[src/rtl/clk_div_pkg.sv]
// clk_div_pkg
// Shared constants for the multi-channel clock divider.
//   CNT_W_DEF / NCH_DEF : default counter width and channel count
//   DIV_MIN             : smallest usable terminal count (a zero request maps to this)
//   DIV_RST / HIGH_RST  : reset values of divider and high-phase registers (div-by-2, 50%)
package clk_div_pkg;

    localparam int unsigned CNT_W_DEF = 5;
    localparam int unsigned NCH_DEF   = 4;
    localparam int unsigned DIV_MIN   = 1;
    localparam int unsigned DIV_RST   = 1;
    localparam int unsigned HIGH_RST  = 1;

endpackage

[src/rtl/clk_div_chan.sv]
// clk_div_chan
// One divider channel: period counter, shadow/active configuration and registered outputs.
// Ports:
//   i_clk_in     : system clock
//   i_rst_n      : asynchronous active-low reset
//   i_enable     : run enable (level)
//   i_div_base   : requested terminal count (0 treated as DIV_MIN)
//   i_high_cnt   : requested high-phase length in clock cycles
//   i_cfg_load   : strobe capturing i_div_base / i_high_cnt
//   i_sync       : strobe restarting the counter in phase with other channels
//   o_clk_out    : divided clock
//   o_tick       : one-cycle pulse at each period start
//   o_cfg_pend   : captured configuration waiting for a period boundary
module clk_div_chan
    import clk_div_pkg::*;
#(
    parameter int unsigned CNT_W = CNT_W_DEF
) (
    input  logic             i_clk_in,
    input  logic             i_rst_n,
    input  logic             i_enable,
    input  logic [CNT_W-1:0] i_div_base,
    input  logic [CNT_W-1:0] i_high_cnt,
    input  logic             i_cfg_load,
    input  logic             i_sync,
    output logic             o_clk_out,
    output logic             o_tick,
    output logic             o_cfg_pend
);

    logic [CNT_W-1:0] r_cnt;
    logic [CNT_W-1:0] r_div_a;
    logic [CNT_W-1:0] r_high_a;
    logic [CNT_W-1:0] r_div_s;
    logic [CNT_W-1:0] r_high_s;
    logic             r_pend;
    logic             r_clk_out;
    logic             r_tick;

    logic [CNT_W-1:0] w_div_in;
    logic             w_wrap;
    logic             w_boundary;

    assign w_div_in = (i_div_base == '0) ? CNT_W'(DIV_MIN) : i_div_base;
    assign w_wrap   = i_enable && (r_cnt == r_div_a);
    // A disabled channel sits at cnt=0 permanently, so every idle edge is a period boundary.
    assign w_boundary = !i_enable || i_sync || w_wrap;

    always_ff @(posedge i_clk_in or negedge i_rst_n) begin
        if (!i_rst_n) begin
            r_cnt     <= '0;
            r_clk_out <= 1'b0;
            r_tick    <= 1'b0;
            r_pend    <= 1'b0;
            r_div_a   <= CNT_W'(DIV_RST);
            r_high_a  <= CNT_W'(HIGH_RST);
            r_div_s   <= CNT_W'(DIV_RST);
            r_high_s  <= CNT_W'(HIGH_RST);
        end else begin
            r_cnt     <= w_boundary ? '0 : r_cnt + CNT_W'(1);
            r_clk_out <= i_enable && (r_cnt < r_high_a);
            r_tick    <= i_enable && (r_cnt == '0);

            if (i_cfg_load) begin
                r_div_s  <= w_div_in;
                r_high_s <= i_high_cnt;
            end

            // A load landing on a boundary bypasses the shadow stage entirely.
            if (i_cfg_load && w_boundary) begin
                r_div_a  <= w_div_in;
                r_high_a <= i_high_cnt;
                r_pend   <= 1'b0;
            end else if (i_cfg_load) begin
                r_pend   <= 1'b1;
            end else if (r_pend && w_boundary) begin
                r_div_a  <= r_div_s;
                r_high_a <= r_high_s;
                r_pend   <= 1'b0;
            end
        end
    end

    assign o_clk_out  = r_clk_out;
    assign o_tick     = r_tick;
    assign o_cfg_pend = r_pend;

endmodule

[src/rtl/clk_div_multi.sv]
// clk_div_multi
// NCH independent programmable clock dividers sharing one clock and a common sync strobe.
// Ports:
//   i_clk_in    : system clock
//   i_rst_n     : asynchronous active-low reset
//   i_enable    : per-channel run enable
//   i_div_base  : packed per-channel terminal counts, channel k at [k*CNT_W +: CNT_W]
//   i_high_cnt  : packed per-channel high-phase lengths, same packing
//   i_cfg_load  : per-channel configuration capture strobe
//   i_sync      : restarts all enabled channels in phase
//   o_clk_out   : per-channel divided clocks
//   o_tick      : per-channel period-start pulses
//   o_cfg_pend  : per-channel pending-configuration flags
module clk_div_multi
    import clk_div_pkg::*;
#(
    parameter int unsigned NCH   = NCH_DEF,
    parameter int unsigned CNT_W = CNT_W_DEF
) (
    input  logic                 i_clk_in,
    input  logic                 i_rst_n,
    input  logic [NCH-1:0]       i_enable,
    input  logic [NCH*CNT_W-1:0] i_div_base,
    input  logic [NCH*CNT_W-1:0] i_high_cnt,
    input  logic [NCH-1:0]       i_cfg_load,
    input  logic                 i_sync,
    output logic [NCH-1:0]       o_clk_out,
    output logic [NCH-1:0]       o_tick,
    output logic [NCH-1:0]       o_cfg_pend
);

    for (genvar g = 0; g < NCH; g++) begin : g_chan
        clk_div_chan #(
            .CNT_W (CNT_W)
        ) u_chan (
            .i_clk_in   (i_clk_in),
            .i_rst_n    (i_rst_n),
            .i_enable   (i_enable[g]),
            .i_div_base (i_div_base[g*CNT_W +: CNT_W]),
            .i_high_cnt (i_high_cnt[g*CNT_W +: CNT_W]),
            .i_cfg_load (i_cfg_load[g]),
            .i_sync     (i_sync),
            .o_clk_out  (o_clk_out[g]),
            .o_tick     (o_tick[g]),
            .o_cfg_pend (o_cfg_pend[g])
        );
    end

endmodule

[config.mk]
export PLATFORM = sky130hd
export DESIGN_NAME = clk_div_multi
export DESIGN_NICKNAME = d
export VERILOG_FILES = /design/src/rtl/clk_div_pkg.sv /design/src/rtl/clk_div_chan.sv /design/src/rtl/clk_div_multi.sv
export SDC_FILE = /design/constraint.sdc
export NUM_CORES = 1
export LEC_CHECK = 0
export BUFFER_PORTS_ARGS = -buffer_cell sky130_fd_sc_hd__buf_2
export CAP_MARGIN = 20
export CORE_MARGIN = 5
export CORE_UTILIZATION = 55
export CTS_CLUSTER_SIZE = 20
export DETAILED_ROUTE_END_ITERATION = 10
export GPL_TIMING_DRIVEN = 1
export PLACE_DENSITY_LB_ADDON = 0.3
export SLEW_MARGIN = 20
export SYNTH_ARGS = -nofsm -noshare
export SYNTH_HDL_FRONTEND = slang
export SYNTH_SLANG_ARGS = --single-unit
[constraint.sdc]
create_clock -name i_clk_in -period 5.3 [get_ports i_clk_in]
set_clock_uncertainty 0.2 [all_clocks]
set_input_delay 0.265 -clock i_clk_in [delete_from_list [all_inputs] [get_ports i_clk_in]]
set_output_delay 0.265 -clock i_clk_in [all_outputs]
set_load 0.01 [all_outputs]
==> results.yml <==
cts:
  cts_tree: "built"
  cts.path.max_buffers: 2
  numCtsBuffers: 9
  clockRootBuffer: "clkbuf_8"
  clk_pin_slew_ns: 0.10
  clock-sinks: 112
  cts.htree.levels: 3
  clk_latency_ns: 0.37
  cts_setup_buffers: 0
layout:
  seq_area_um2: 2820
  instances_no_fill: 620
  fin_nets: 579
  drive_gt1_share_pct: 34.2
  nFillCells: 685
  diodes: 0
  multiInputGateArea_um2: 2090
  stdcell_area_um2: 6130
  area_delta_synth_final_pct: 18.9
power_and_ir_drop:
  ir_drop_mv: 0.202
  p_leak_nw: 2.90
  power_density_nw_per_um2: 297
synth:
  yosysSeqAreaShare_pct: 54.8
  synthArstFlopShare_pct: 100
  ys_seq_elements: 112
  synth_common_cells: "dfrtp_1 (96), mux2_2 (70), nor2_1 (43)"
  synth_top_cell_by_area: "dfrtp_1"
  synthTopCellsByArea: "dfrtp_1 (47%), mux2_2 (15%), dfstp_2 (8.2%)"
  syn-num-nets: 479
  synth_edf_count: 0
  avgSynthCellArea_um2: 12.8
  synth_ff_type: "dfrtp_1"
  syn_inst: 404
  ys_types: 31
  synth_top_area_share_pct: 46.6
  synthesis.area_um2: 5150
  yosys_warnings: 0
  synth.most_common_cell: "dfrtp_1"
placed_design:
  hpwl_mm: 6.21
  dpl.cell_count: 559
  gp_congestion: 0.795
  portBuffers: 62
  placed_cell_area_um2: 5490
critical_path:
  endpoint_kind: "register"
  crit_required_ns: 5.35
  path_buf_inv: 0
  critPathKind: "reg -> reg"
  max_stage_delay_ns: 0.72
  path_cells: "xnor2_1, nand3_1, o311ai_2, o21ai_2, mux2_2"
  slowest_stage: "o311ai_2"
  crit_family: "compound AO/OA/AOI/OAI gates"
  crit_fanout: 13
  cp.arrival_ns: 2.51
  startpoint_type: "register"
routing:
  drt_wl_total_mm: 9.15
  vias: 3166
  drt-pass1-iter-count: 4
  drt_iter0_markers: 103
  route.detailed.drc: 0
  wl_per_cell_um: 14.8
  viasPerCell: 5.11
  ant_nets: 0
flow_run:
  max-cap-violations: 0
timing:
  period_minus_slack_ns: 2.46
  grt_setup_unrepaired: "no"
  slew_viol_final: 0
  tns_ns: 0
  setup_viol: 0
  finalCritPeriodShare_pct: 46.5
  worst_slew_pin_slew_ns: 0.857
  slew_headroom_pct: 42.7
  fmax_mhz: 406
  finalHoldViolCount: 0
grt:
  grtUsageTotal_pct: 17.4
  gr-total-overflow: 0
  grt_pass1_wl_mm: 16.2
  grt_pass1_vias: 3392
  grt_max_degree: 61
  antenna_found_initial: 0
floorplan:
  fp.dieW_um: 107
  dieArea_um2: 11400
  ios: 63
  start_util_pct: 56.0
  die_h_um: 107
  core.rowCount: 35
  core_um2: 9200
run_status:
  status: "finished, final reports clean"
hold_path:
  hp-class: "in -> reg"
flip-flops by register name, indices dropped and copies added, names as in the netlist:
register	cells
g_chan.u_chan.r_high_a	20
g_chan.u_chan.r_cnt	20
g_chan.u_chan.r_div_a	20
g_chan.u_chan.r_div_s	20
g_chan.u_chan.o_clk_out	4
g_chan.u_chan.o_tick	4
g_chan.u_chan.o_cfg_pend	4
g_chan.u_chan.r_high_s	20
report_power, final:
part	switching (W)	internal [W]	leakage, nW
combinational	0.000144	0.000177	1.47
sequential	0.0000558	0.000968	1.34
clock	0.000275	0.000197	0.0886
total	0.000475	0.00134	2.90
layout by cell type (no fill, tap or decap), types with 4 or more instances in the layout:
cell type / synthesis / layout
buf_2: 1 / 61
nor4_1: 4 / 4
xnor2_1: 16 / 16
a21o_1: 12 / 12
nand2_1: 4 / 4
nand2b_1: 8 / 8
dfstp_2: 16 / 16
and4b_1: 4 / 4
clkbuf_8: 0 / 11
dfrtp_1: 96 / 96
nor2_1: 43 / 43
dlygate4sd3_1: 0 / 45
xor2_1: 16 / 16
mux2_2: 70 / 70
nand3_1: 12 / 12
a21oi_1: 7 / 7
inv_1: 33 / 33
ha_1: 24 / 24
cell families (layout without fill, tap and decap cells):
group / after synthesis / in the layout / share of synthesized area (%)
DFF: 112 / 112 / 54.8
and+or+nand+nor: 77 / 77 / 7.07
muxes: 71 / 71 / 15.6
buffers and inverters: 52 / 157 / 4.69
AOI/OAI and AO/OA: 36 / 36 / 6.58
xor gates and xnor gates: 32 / 32 / 5.44
adders and majority gates: 24 / 24 / 5.83
final cells by class:
class	instances	area share, %
Sequential cell	112	46.1
Multi-Input combinational cell	240	34.1
Timing Repair Buffer	108	12.6
Clock buffer	12	2.53
Tap cell	111	2.27
Inverter	33	2.02
Clock inverter	4	0.470
final timing paths:
kind / startpoint / to / slack (ns) / cells after the start
worst max-delay path: g_chan[3].u_chan.r_cnt[2] / g_chan[3].u_chan.r_high_a[2] / 2.84 / 5
worst min register to register: g_chan[3].u_chan.r_high_s[2] / g_chan[3].u_chan.r_high_s[2] / 0.30 / 1
max in group asynchronous: i_rst_n / g_chan[1].u_chan.o_cfg_pend / 3.46 / 3
worst min-delay path: i_cfg_load[0] / g_chan[0].u_chan.r_div_s[0] / 0.11 / 3
min in group asynchronous: i_rst_n / g_chan[3].u_chan.r_div_s[4] / 0.27 / 2
worst max register to register: g_chan[3].u_chan.r_cnt[2] / g_chan[3].u_chan.r_high_a[2] / 2.84 / 5
timing repair:
action,CTS,global route
hold buffers,45,0
gates resized for setup,0,0
endpoints found under the setup margin,0,0
hold endpoints to repair,88,0
metrics by stage:
step           worst slack (ns)  utilization, %  power (W)  hold slack (ns)
2_1_floorplan              3.39               -    0.00125           -0.231
3_3_place_gp               2.94            59.7    0.00132            0.140
3_5_place_dp               2.85            59.7    0.00134            0.141
4_1_cts                    2.84            66.6    0.00184           0.0982
5_1_grt                    2.64            66.6    0.00192            0.122
6_report                   2.84            66.6    0.00182            0.107
per-layer routing:
layer | track usage [%] | part of all wire, %
met5 | 0 | 0
met4 | 4.47 | 1.2
met3 | 3.49 | 3.2
met2 | 28.7 | 49
met1 | 23.8 | 47
worst register-to-register path, cell delays in order (launching register included):
cell and delay (ns):
dfrtp_1 0.48, xnor2_1 0.18, nand3_1 0.10, o311ai_2 0.72, o21ai_2 0.31, mux2_2 0.36
Power figures use the tool's default switching activity.
